[src/rtl/operand_sequencer_pkg.sv]
// Shared definitions for the operand sequencer and the comparison stage it feeds.
//   - sequencer state encodings (also driven onto the stage LEDs)
//   - compare-select codes carried on s
package operand_sequencer_pkg;

  localparam logic [1:0] S_X     = 2'd0;
  localparam logic [1:0] S_Y     = 2'd1;
  localparam logic [1:0] S_S     = 2'd2;
  localparam logic [1:0] S_VALID = 2'd3;

  localparam logic [1:0] SEL_EQ  = 2'd0;
  localparam logic [1:0] SEL_GT  = 2'd1;
  localparam logic [1:0] SEL_LT  = 2'd2;
  localparam logic [1:0] SEL_MAX = 2'd3;

endpackage

[src/rtl/operand_sequencer_btn_pulse.sv]
// btn_pulse: 2-flop synchronizer plus rising-edge detector for a level button.
// Produces a registered 1-cycle pulse on the 3rd clk edge after the button rises.
// Ports:
//   clk   - rising-edge clock
//   rst_n - asynchronous active-low reset
//   btn   - asynchronous button level
//   pulse - one-cycle pulse per button press
module btn_pulse (
  input  logic clk,
  input  logic rst_n,
  input  logic btn,
  output logic pulse
);

  logic sync1;
  logic sync2;
  logic prev;
  logic started;
  logic armed;

  // armed only goes high once the button has been seen low after reset, so a
  // button held through reset release does not count as a press.
  always_ff @(posedge clk or negedge rst_n) begin
    if (!rst_n) begin
      sync1   <= 1'b0;
      sync2   <= 1'b0;
      prev    <= 1'b0;
      started <= 1'b0;
      armed   <= 1'b0;
      pulse   <= 1'b0;
    end else begin
      sync1   <= btn;
      sync2   <= sync1;
      prev    <= sync2;
      started <= 1'b1;
      armed   <= armed | (started & ~sync1);
      pulse   <= sync2 & ~prev & armed;
    end
  end

endmodule

[src/rtl/operand_sequencer.sv]
// operand_sequencer: collects x, y and a compare select from a shared switch
// bus, one load-button press each, and presents them as a registered operand
// set to the comparison stage with a valid/ready handshake.
// Ports:
//   clk, rst_n    - clock, asynchronous active-low reset
//   din           - shared switch bus (x, then y, then select)
//   load_btn      - asynchronous load button (level)
//   clear_btn     - asynchronous clear button (level)
//   out_ready     - comparison stage accepts the operand set
//   x, y, s       - registered operands / select to the comparison stage
//   out_valid     - operand set complete
//   stage         - current state, for LEDs
//   txn_count     - number of accepted operand sets (wraps at 256)
//
// state   | meaning
// S_X     | waiting for x
// S_Y     | waiting for y
// S_S     | waiting for select
// S_VALID | operand set presented, waiting for out_ready
module operand_sequencer
  import operand_sequencer_pkg::*;
#(
  parameter int DATA_W = 4,
  parameter int SEL_W  = 2
) (
  input  logic              clk,
  input  logic              rst_n,
  input  logic [DATA_W-1:0] din,
  input  logic              load_btn,
  input  logic              clear_btn,
  input  logic              out_ready,
  output logic [DATA_W-1:0] x,
  output logic [DATA_W-1:0] y,
  output logic [SEL_W-1:0]  s,
  output logic              out_valid,
  output logic [1:0]        stage,
  output logic [7:0]        txn_count
);

  logic       load_p;
  logic       clear_p;
  logic [1:0] state;

  btn_pulse u_load_pulse (
    .clk   (clk),
    .rst_n (rst_n),
    .btn   (load_btn),
    .pulse (load_p)
  );

  btn_pulse u_clear_pulse (
    .clk   (clk),
    .rst_n (rst_n),
    .btn   (clear_btn),
    .pulse (clear_p)
  );

  // Decoded straight from the state register: no input reaches out_valid
  // combinationally.
  assign out_valid = (state == S_VALID);
  assign stage     = state;

  // Clear takes priority over both a load and a handshake.
  always_ff @(posedge clk or negedge rst_n) begin
    if (!rst_n) begin
      state     <= S_X;
      x         <= '0;
      y         <= '0;
      s         <= '0;
      txn_count <= 8'd0;
    end else if (clear_p) begin
      state <= S_X;
      x     <= '0;
      y     <= '0;
      s     <= '0;
    end else begin
      case (state)
        S_X: begin
          if (load_p) begin
            x     <= din;
            state <= S_Y;
          end
        end
        S_Y: begin
          if (load_p) begin
            y     <= din;
            state <= S_S;
          end
        end
        S_S: begin
          if (load_p) begin
            s     <= din[SEL_W-1:0];
            state <= S_VALID;
          end
        end
        S_VALID: begin
          if (out_valid && out_ready) begin
            txn_count <= txn_count + 8'd1;
            state     <= S_X;
          end
        end
        default: state <= S_X;
      endcase
    end
  end

endmodule
[config.mk]
export PLATFORM = sky130hd
export DESIGN_NAME = operand_sequencer
export DESIGN_NICKNAME = d
export VERILOG_FILES = /design/src/rtl/operand_sequencer_pkg.sv /design/src/rtl/operand_sequencer_btn_pulse.sv /design/src/rtl/operand_sequencer.sv
export SDC_FILE = /design/constraint.sdc
export NUM_CORES = 1
export LEC_CHECK = 0
export BUFFER_PORTS_ARGS = -buffer_cell sky130_fd_sc_hd__buf_2
export CORE_MARGIN = 2
export CORE_UTILIZATION = 33
export CTS_CLUSTER_SIZE = 25
export DETAILED_ROUTE_END_ITERATION = 6
export PLACE_DENSITY = 0.55
export SLEW_MARGIN = 15
export SYNTH_ARGS = -nofsm -noshare
export SYNTH_HDL_FRONTEND = slang
export SYNTH_HIERARCHICAL = 1
export SYNTH_SLANG_ARGS = --single-unit
[constraint.sdc]
create_clock -name clk -period 1.81 [get_ports clk]
set_input_delay 0.181 -clock clk [delete_from_list [all_inputs] [get_ports clk]]
set_output_delay 0.181 -clock clk [all_outputs]
set_load 0.05 [all_outputs]
==> results.md, run 1 <==
- Status: completed
- Fill cells: 375
- IO Count: 30
- Placed cells: 191
- CP max-delay cell: dfrtp_1
- Setup crit end kind: register
- Fin Clk Skew: 5.460 ps
- Share of cells above drive strength 1: 27.92%
- Largest net degree at the start of global routing: 33
- F_max: 604.9 MHz
- Gr usage total: 12.27%
- Area of the mapped netlist: 1305 um2
- Clock Path Buffers: 2
- Register area: 800.8 um2
- Drt total wl: 2408 um
- Hold Vio Cnt, Final: 0
- Commonest cells after routing, fill and taps aside: dfrtp_1, buf_2, nand2_1
- # diodes: 0
- First-pass iteration count of the detailed router: 2
- Fin crit share: 91.34%
- Htree depth: 2
- Vias in the first global route: 872
- Total global routing overflow: 0
- Top post-synthesis cells by area: dfrtp_1, ha_1, nand2_1
- Chip height: 66.89 um
- Max-cap violations: 0
- PwrDens: 1511 nW/um2
- Synth area leader: dfrtp_1
- YS warnings: 6
- Slew @ Worst Pin: 697.6 ps
- Post-Syn Nets: 130
- Vias per inst: 4.569
- TNS Setup: 0 ps
- DR WL/cell: 11.92 um
- Final setup viols: 0
- Initial antenna violation count: 0
- NumNets Final: 168
- Count of cell types in the netlist: 24
- RSZ-0062 raised after global routing: no
- Sw Pwr: 0.001018 W
- Area of the multi-input gates: 481.7 um2
- Crit Path Max Fanout: 6
- Crit path required time: 1980 ps
- Avg Cell Area, Syn: 11.35 um2
- Routed vias: 923
- First-pass GRT wire length: 3898 um
- Skew-Pair Late Insertion Delay: 280 ps
- WS Path Type: reg2reg
- DRC: 0
- Hold Path Class: in2reg
- Final Critical Period: 1653 ps
- Row count: 22
- Worst-path clk slew: 70 ps
- Core Util, Final: 44.42%
- Pint: 0.001495 W
- Total power: 0.002513 W
- Clock share of power: 26.7%
- Clock sinks: 32
- Setup bufs post-CTS: 0
- Worst slew margin: 53.49%
- Switching Share: 40.50%
- Hold WS: 165.0 ps
- Seq/Total Area, Yosys: 61.36%
- Antenna viol nets, final: 0
- Slowest cell delay on critical path: 440 ps
- Comb pwr share: 36.0%
- Post-synthesis instance total: 115
- Register bit total from synthesis: 32
- Max VDD drop: 0.6749 mV
- Crit path DAT: 1830 ps
- CTS Buf Count: 5
- Final std cells w/o fill: 202
- Starting DRT DRC Count: 29
- CP startpoint kind: register
- Area added between synthesis and finish: 27.42%
- RD Place Congestion: 0.7445
- Leakage: 0.8353 nW
- # port buffers: 29
- Final Max Tran Viols: 0
- Core area: 3744 um2
- PostCTS Resize Cnt: 0
- Die area: 4474 um2
- Area share of the largest cell type after synthesis: 61.36%
- CTS Root Cell: clkbuf_8
- Sequential power share: 37.3%
- Quantity of hold-fixing buffers added after cts: 3
- Starting Density: 34.86%
- Leading cell type in the layout, fill and taps excluded: dfrtp_1
- Chip width: 66.89 um
- CTS tree: built
- Worst path cell trace: inv_1 -> ha_1 -> nor3_1 -> or3_1 -> a32o_1
- Hpwl dp: 1722 um
power by group through the flow:
stage	Clock (W)	Combinational [W]	Sequential (W)
floorplan	0	0.000346	0.00129
global placement	0	0.000883	0.000945
detailed placement	0	0.000908	0.000952
CTS	0.000702	0.000914	0.000939
global route	0.000739	0.000975	0.000956
finish	0.000672	0.000904	0.000936
metal layers:
metal / global-route usage [%] / vias up / part of all wire [%] / wire [um]
li1: - / 459 / - / -
met1: 13.43 / 437 / 45 / 1095
met2: 19.88 / 24 / 47 / 1125
met3: 6.250 / 3 / 6.2 / 149
met4: 5.357 / 0 / 1.6 / 38
met5: 0 / - / 0 / 0
through the flow:
step / instance area, um2 / setup WS, ps
3_5_place_dp: 1521 / 161.2
3_3_place_gp: 1521 / 245.1
5_1_grt: 1663 / 56.51
6_report: 1663 / 156.7
2_1_floorplan: 1318 / 24.88
4_1_cts: 1663 / 146.3
critical path: cells and delay by family, from the launching register on:
family / cells / cell delay [ps]
AO/OA/AOI/OAI: 1 / 250
buffers and inverters: 1 / 140
flip-flops: 1 / 440
AND/OR/NAND/NOR: 2 / 430
adder cells (fa/ha/maj): 1 / 270
cell families after synthesis:
group                      Yosys count  share of synthesized area (%)
AOI/OAI and AO/OA                   16                          7.574
xor gates and xnor gates             7                          4.698
adders and majority gates            6                          5.752
buffers and inverters                9                          2.684
DFF                                 32                          61.36
muxes                                1                         0.8628
other                                2                         0.5755
and+or+nand+nor                     42                          16.49
sequential cells by signal (all words and copies together) (netlist names), 2 cells and up:
register / flops
txn_count: 8
x: 4
y: 4
s: 2
stage: 2
layout make-up:
| cell class | count | share of cell area (%) |
|---|---|---|
| inverters | 7 | 1.580 |
| flip-flops and latches | 32 | 48.16 |
| clock inverters | 3 | 2.558 |
| multi-input cells | 74 | 28.97 |
| repair buffers | 33 | 10.99 |
| clock buffers | 5 | 4.138 |
| well taps | 48 | 3.612 |
path summary, 6_finish.rpt:
check                              startpoint                  to  cells past startpoint  slack (ps)
setup / recovery                     stage[0]            stage[1]                      5         160
hold / removal                         din[2]                x[2]                      3         160
setup reg to reg                     stage[0]            stage[1]                      5         160
min in group asynchronous               rst_n                s[0]                      2         480
hold reg to reg            u_load_pulse/sync1  u_load_pulse/sync2                      0         380
max in group asynchronous               rst_n                y[2]                      2         880
cells in the mapped netlist:
master	count
nand2b_1	1
nand4b_1	1
mux2_2	1
nor3_1	3
a21oi_1	11
dfrtp_1	32
or3_1	1
nand3_1	11
o32ai_1	1
conb_1	2
inv_1	7
nor4_2	1
buf_2	1
clkbuf_1	1
a21o_1	2
nor2_1	4
a32o_1	2
nand4_1	1
xnor2_1	3
xor2_1	4
nand3b_4	1
ha_1	6
nand2_1	17
or2_2	1
Power figures use the tool's default switching activity.
==> run 2, diff against run 1 <==
--- a/config.mk
+++ b/config.mk
@@ -5,12 +5,14 @@
 export SDC_FILE = /design/constraint.sdc
 export NUM_CORES = 1
 export LEC_CHECK = 0
+export ABC_AREA = 0
 export BUFFER_PORTS_ARGS = -buffer_cell sky130_fd_sc_hd__buf_2
 export CORE_MARGIN = 2
 export CORE_UTILIZATION = 33
 export CTS_CLUSTER_SIZE = 25
 export DETAILED_ROUTE_END_ITERATION = 6
 export PLACE_DENSITY = 0.55
+export RECOVER_POWER = 25
 export SLEW_MARGIN = 15
 export SYNTH_ARGS = -nofsm -noshare
 export SYNTH_HDL_FRONTEND = slang
==> run 2 against run 1 <==
Net effect: critical endpoint unchanged; fmax unchanged; critical path type unchanged; utilization unchanged; non-clock buffer count unchanged; via count unchanged; combinational power about the same.
==> results.md, run 2 (synthesis results as in run 1) <==
- Status: completed
- Die area: 4474 um2
- RD Place Congestion: 0.7445
- Met1 GRT Util: 13.43%
- Skew-Pair Late Insertion Delay: 280 ps
- Setup bufs post-CTS: 0
- NumNets Final: 168
- IO Count: 30
- Core area: 3744 um2
- CTS tree: built
- Max VDD drop: 0.6749 mV
- # port buffers: 29
- Starting Density: 34.86%
- Share of cells above drive strength 1: 27.92%
- Hpwl dp: 1722 um
- Starting DRT DRC Count: 29
- Met3 Use GR: 6.250%
- Final setup viols: 0
- First-pass iteration count of the detailed router: 2
- Largest net degree at the start of global routing: 33
- Worst slew margin: 48.25%
- Top Registers: txn_count: 8 flops, x: 4 flops, y: 4 flops
- Chip width: 66.89 um
- Worst-path clk slew: 70 ps
- Chip height: 66.89 um
- CTS Root Cell: clkbuf_8
- TNS Setup: 0 ps
- Crit Path Max Fanout: 6
- Slowest cell delay on critical path: 440 ps
- Placed cells: 191
- Max reg flops: 8
- Delay-heaviest family, CP: flip-flops
- Commonest cells after routing, fill and taps aside: dfrtp_1, buf_2, nand2_1
- DRC: 0
- Leakage: 0.8355 nW
- Pre-CTS setup slack: 161.2 ps
- CTS Buf Count: 5
- DR WL/cell: 11.92 um
- Htree depth: 2
- Antenna viol nets, final: 0
- Max-cap violations: 0
- Hold Path Class: in2reg
- F_max: 604.9 MHz
- CP startpoint kind: register
- # diodes: 0
- Slew @ Worst Pin: 776.3 ps
- Post-route setup slack: 156.7 ps
- Vias per inst: 4.569
- Row count: 22
- Crit path required time: 1980 ps
- Leading cell type in the layout, fill and taps excluded: dfrtp_1
- WS Path Type: reg2reg
- First-pass GRT wire length: 3898 um
- Gr usage total: 12.27%
- Initial antenna violation count: 0
- Met2 usage: 19.88%
- Clock Path Buffers: 2
- Worst path cell trace: inv_1 -> ha_1 -> nor3_1 -> or3_1 -> a32o_1
- Fin Clk Skew: 5.460 ps
- Area added between synthesis and finish: 27.42%
- Final Max Tran Viols: 0
- Total global routing overflow: 0
- Busiest grt layer: met2
- Final Critical Period: 1653 ps
- CP max-delay cell: dfrtp_1
- Core Util, Final: 44.42%
- Crit path DAT: 1830 ps
- Biggest register: txn_count
- Routed vias: 923
- Vias in the first global route: 872
- RSZ-0062 raised after global routing: no
- Fin crit share: 91.34%
- Setup crit end kind: register
- Clock sinks: 32
- Buf+Inv Stages, Crit Path: 1
- Drt total wl: 2408 um
- PwrDens: 1511 nW/um2
- Final std cells w/o fill: 202
- Hold Vio Cnt, Final: 0
- Total power: 0.002513 W
-- run 2: cell types whose count changed in the layout (fill, tap and decap cells not counted) --
| cell | change |
|---|---|
| buf_2 | -1 |
| clkbuf_2 | +1 |
-- run 2: power by group --
group	internal [W]	switching, W	leakage [nW]
registers	0.000828	0.000108	0.400
clock network	0.000407	0.000265	0.0541
logic	0.000260	0.000644	0.381
total	0.00150	0.00102	0.836
-- run 2: area by class of cell --
cell class | count | area (um2)
repair buffers | 33 | 182.7
multi-input cells | 74 | 481.7
fillers | 375 | 2081
flip-flops and latches | 32 | 800.8
clock inverters | 3 | 42.54
clock buffers | 5 | 68.82
well taps | 48 | 60.06
inverters | 7 | 26.28
-- run 2: through the flow --
step / cell area (um2) / hold slack [ps]
final: 1663 / 165.0
after global routing: 1663 / 161.6
after CTS: 1663 / 154.4
after detailed placement: 1521 / 278.0
after global placement: 1521 / 264.0
after floorplan: 1318 / -114.6
-- run 2: routing by layer --
metal	wire length [um]	vias to the layer above
met1	1095	437
met2	1125	24
li1	-	459
met4	38	0
met3	149	3
met5	0	-
-- run 2: final timing paths --
check                                   start            endpoint  slack [ps]  cells past startpoint
max in group asynchronous               rst_n                y[2]         810                      2
min in group asynchronous               rst_n                s[0]         510                      2
setup / recovery                     stage[0]            stage[1]         160                      5
hold reg to reg            u_load_pulse/sync1  u_load_pulse/sync2         380                      0
hold / removal                         din[2]                x[2]         160                      3
setup reg to reg                     stage[0]            stage[1]         160                      5
-- run 2: tightest hold or removal path, delay by kind of cell --
family          cells  cell delay [ps]
compound gates      1               60
buf+inv             1              110
simple gates        1               60
-- run 2: timing repair --
action | 4_1_cts | 5_1_grt
hold endpoints to repair | 34 | 0
gates resized for setup | 0 | 0
hold buffers | 3 | 0
==> run 3, diff against run 2 <==
--- a/config.mk
+++ b/config.mk
@@ -8,10 +8,10 @@
 export ABC_AREA = 0
 export BUFFER_PORTS_ARGS = -buffer_cell sky130_fd_sc_hd__buf_2
 export CORE_MARGIN = 2
-export CORE_UTILIZATION = 33
+export CORE_UTILIZATION = 37
 export CTS_CLUSTER_SIZE = 25
 export DETAILED_ROUTE_END_ITERATION = 6
-export PLACE_DENSITY = 0.55
+export PLACE_DENSITY = 0.6
 export RECOVER_POWER = 25
 export SLEW_MARGIN = 15
 export SYNTH_ARGS = -nofsm -noshare
==> run 3 against run 2 <==
Net effect: utilization rose by 3.2 points; highest routed layer unchanged; largest power group unchanged; non-clock buffer count decreased by 1; setup slack improved by 13 ps; first-iteration DRC count is 59% higher; flip-flop and latch count unchanged; worst hold slack worse by 66 ps; cell count is 1.5% lower; via count unchanged; die area decreased by 10%; power down 10%; fmax is 0.78% higher; count of clock-buffer cells in the layout stayed put.
==> results.md, run 3 (synthesis results as in run 1) <==
- # diodes: 0
- Quantity of hold-fixing buffers added after cts: 3
- Busiest grt layer: met2
- Delay-heaviest family, CP: flip-flops
- TNS Setup: 0 ps
- Crit Reg-Reg Startpoint: stage[0]
- Slew @ Worst Pin: 772.0 ps
- Reg2reg setup slack: 170 ps
- Drt total wl: 2360 um
- Met3 Use GR: 3.929%
- Comb pwr share: 39.7%
- Setup bufs post-CTS: 0
- CP max-delay cell: dfrtp_1
- RSZ-0062 raised after global routing: no
- PostCTS Resize Cnt: 0
- Antenna viol nets, final: 0
- Crit. path cell count: 5
- Die area: 4018 um2
- Core area: 3363 um2
- Final Critical Period: 1640 ps
- Clock sinks: 32
- Max VDD drop: 0.5396 mV
- Core Util, Final: 47.66%
- CTS Root Cell: clkbuf_4
- Starting Density: 38.80%
- Hold Path Class: in2reg
- Top Registers: txn_count: 8 flops, x: 4 flops, y: 4 flops
- NumNets Final: 167
- Worst slew margin: 48.53%
- Routed vias: 923
- Commonest cells after routing, fill and taps aside: dfrtp_1, buf_2, nand2_1
- Worst-path clk slew: 110 ps
- WS Path Type: reg2reg
- Fin crit share: 90.63%
- Vias per inst: 4.638
- Sw Pwr: 0.001020 W
- Setup crit end kind: register
- First-pass iteration count of the detailed router: 4
- Hold endpoint: x[2]
- Slowest cell delay on critical path: 460 ps
- Crit Path Max Fanout: 6
- Worst path cell trace: inv_1 -> ha_1 -> nor3_1 -> or3_1 -> a32o_1
- Status: completed
- Gr usage total: 13.70%
- Sequential power share: 41.6%
- Crit path required time: 2050 ps
- Vias in the first global route: 936
- R2r worst-path depth: 5
- Starting DRT DRC Count: 46
- Initial antenna violation count: 0
- Row count: 21
- Fin Clk Skew: 5.927 ps
- DRC: 0
- Area added between synthesis and finish: 22.82%
- Leakage: 0.8036 nW
- Clock Path Buffers: 2
- CTS Buf Count: 5
- Chip height: 63.39 um
- DR WL/cell: 11.86 um
- Met1 GRT Util: 15.24%
- First-pass GRT wire length: 4091 um
- Chip width: 63.39 um
- Critical hold path startpoint: din[2]
- Hold Vio Cnt, Final: 0
- Htree depth: 2
- IO Count: 30
- Largest net degree at the start of global routing: 33
- Share of cells above drive strength 1: 27.45%
- Clock share of power: 18.7%
- RD Place Congestion: 0.7771
- Leading cell type in the layout, fill and taps excluded: dfrtp_1
- PwrDens: 1407 nW/um2
- Switching Share: 45.22%
- Skew-Pair Late Insertion Delay: 340 ps
- F_max: 609.6 MHz
- Crit path DAT: 1880 ps
- Final setup viols: 0
- Hold depth: 3
- Final Max Tran Viols: 0
- Max reg flops: 8
- Hpwl dp: 1709 um
- # port buffers: 29
- CP startpoint kind: register
- R2r endpoint: stage[1]
- Max-cap violations: 0
- CTS tree: built
- Total global routing overflow: 0
- Buf+Inv Stages, Crit Path: 1
- Biggest register: txn_count
- Pint: 0.001235 W
- Met2 usage: 22.37%
-- run 3: cell types whose count changed in the layout (fill, tap and decap cells not counted) --
cell and change:
clkinv_2 -1, bufinv_16 -1, buf_4 -1, clkinvlp_4 +1
clkinv_4 +1, clkbuf_8 -5, clkbuf_4 +5
-- run 3: worst reg2reg max path, delay by kind of cell (launching register included) --
| family | cells | cell delay (ps) |
|---|---|---|
| buf+inv | 1 | 140 |
| compound gates | 1 | 250 |
| simple gates | 2 | 420 |
| flops | 1 | 460 |
| fa+ha+maj | 1 | 260 |
-- run 3: per-layer routing --
metal,share of wire [%],up-vias
li1,-,458
met1,44,441
met2,48,16
met3,4.1,8
met4,3.2,0
met5,0,-
-- run 3: power by group through the flow --
stage	Combinational [W]	Clock, W	Sequential [W]
floorplan	0.000346	0	0.00129
global placement	0.000881	0	0.000944
detailed placement	0.000898	0	0.000955
CTS	0.000902	0.000436	0.000940
global route	0.000967	0.000475	0.000960
finish	0.000895	0.000422	0.000939
-- run 3: through the flow --
step	hold WS [ps]	worst slack (ps)	area, um2	std cells	power, W
after floorplan	-114.6	24.88	1318	115	0.001638
after global placement	254.3	244.4	1511	188	0.001826
after detailed placement	275.8	191.3	1511	188	0.001853
after CTS	86.78	165.8	1603	199	0.002279
after global routing	89.81	83.82	1603	199	0.002402
final	99.31	169.5	1603	199	0.002255
-- run 3: cell type report --
cell class,instances,area (um2)
repair buffers,32,175.2
flip-flops and latches,32,800.8
clock inverters,3,23.77
well taps,46,57.56
fillers,333,1760
inverters,7,26.28
multi-input cells,74,481.7
clock buffers,5,37.54
-- run 3: how the worst max path moves through the flow --
stage | start | endpoint | slack [ps]
after floorplan | stage[0] | stage[0] | 20
after CTS | stage[0] | stage[1] | 170
after global routing | stage[1] | stage[1] | 80
after global placement | stage[0] | stage[1] | 240
final | stage[0] | stage[1] | 170
after detailed placement | stage[0] | stage[1] | 190
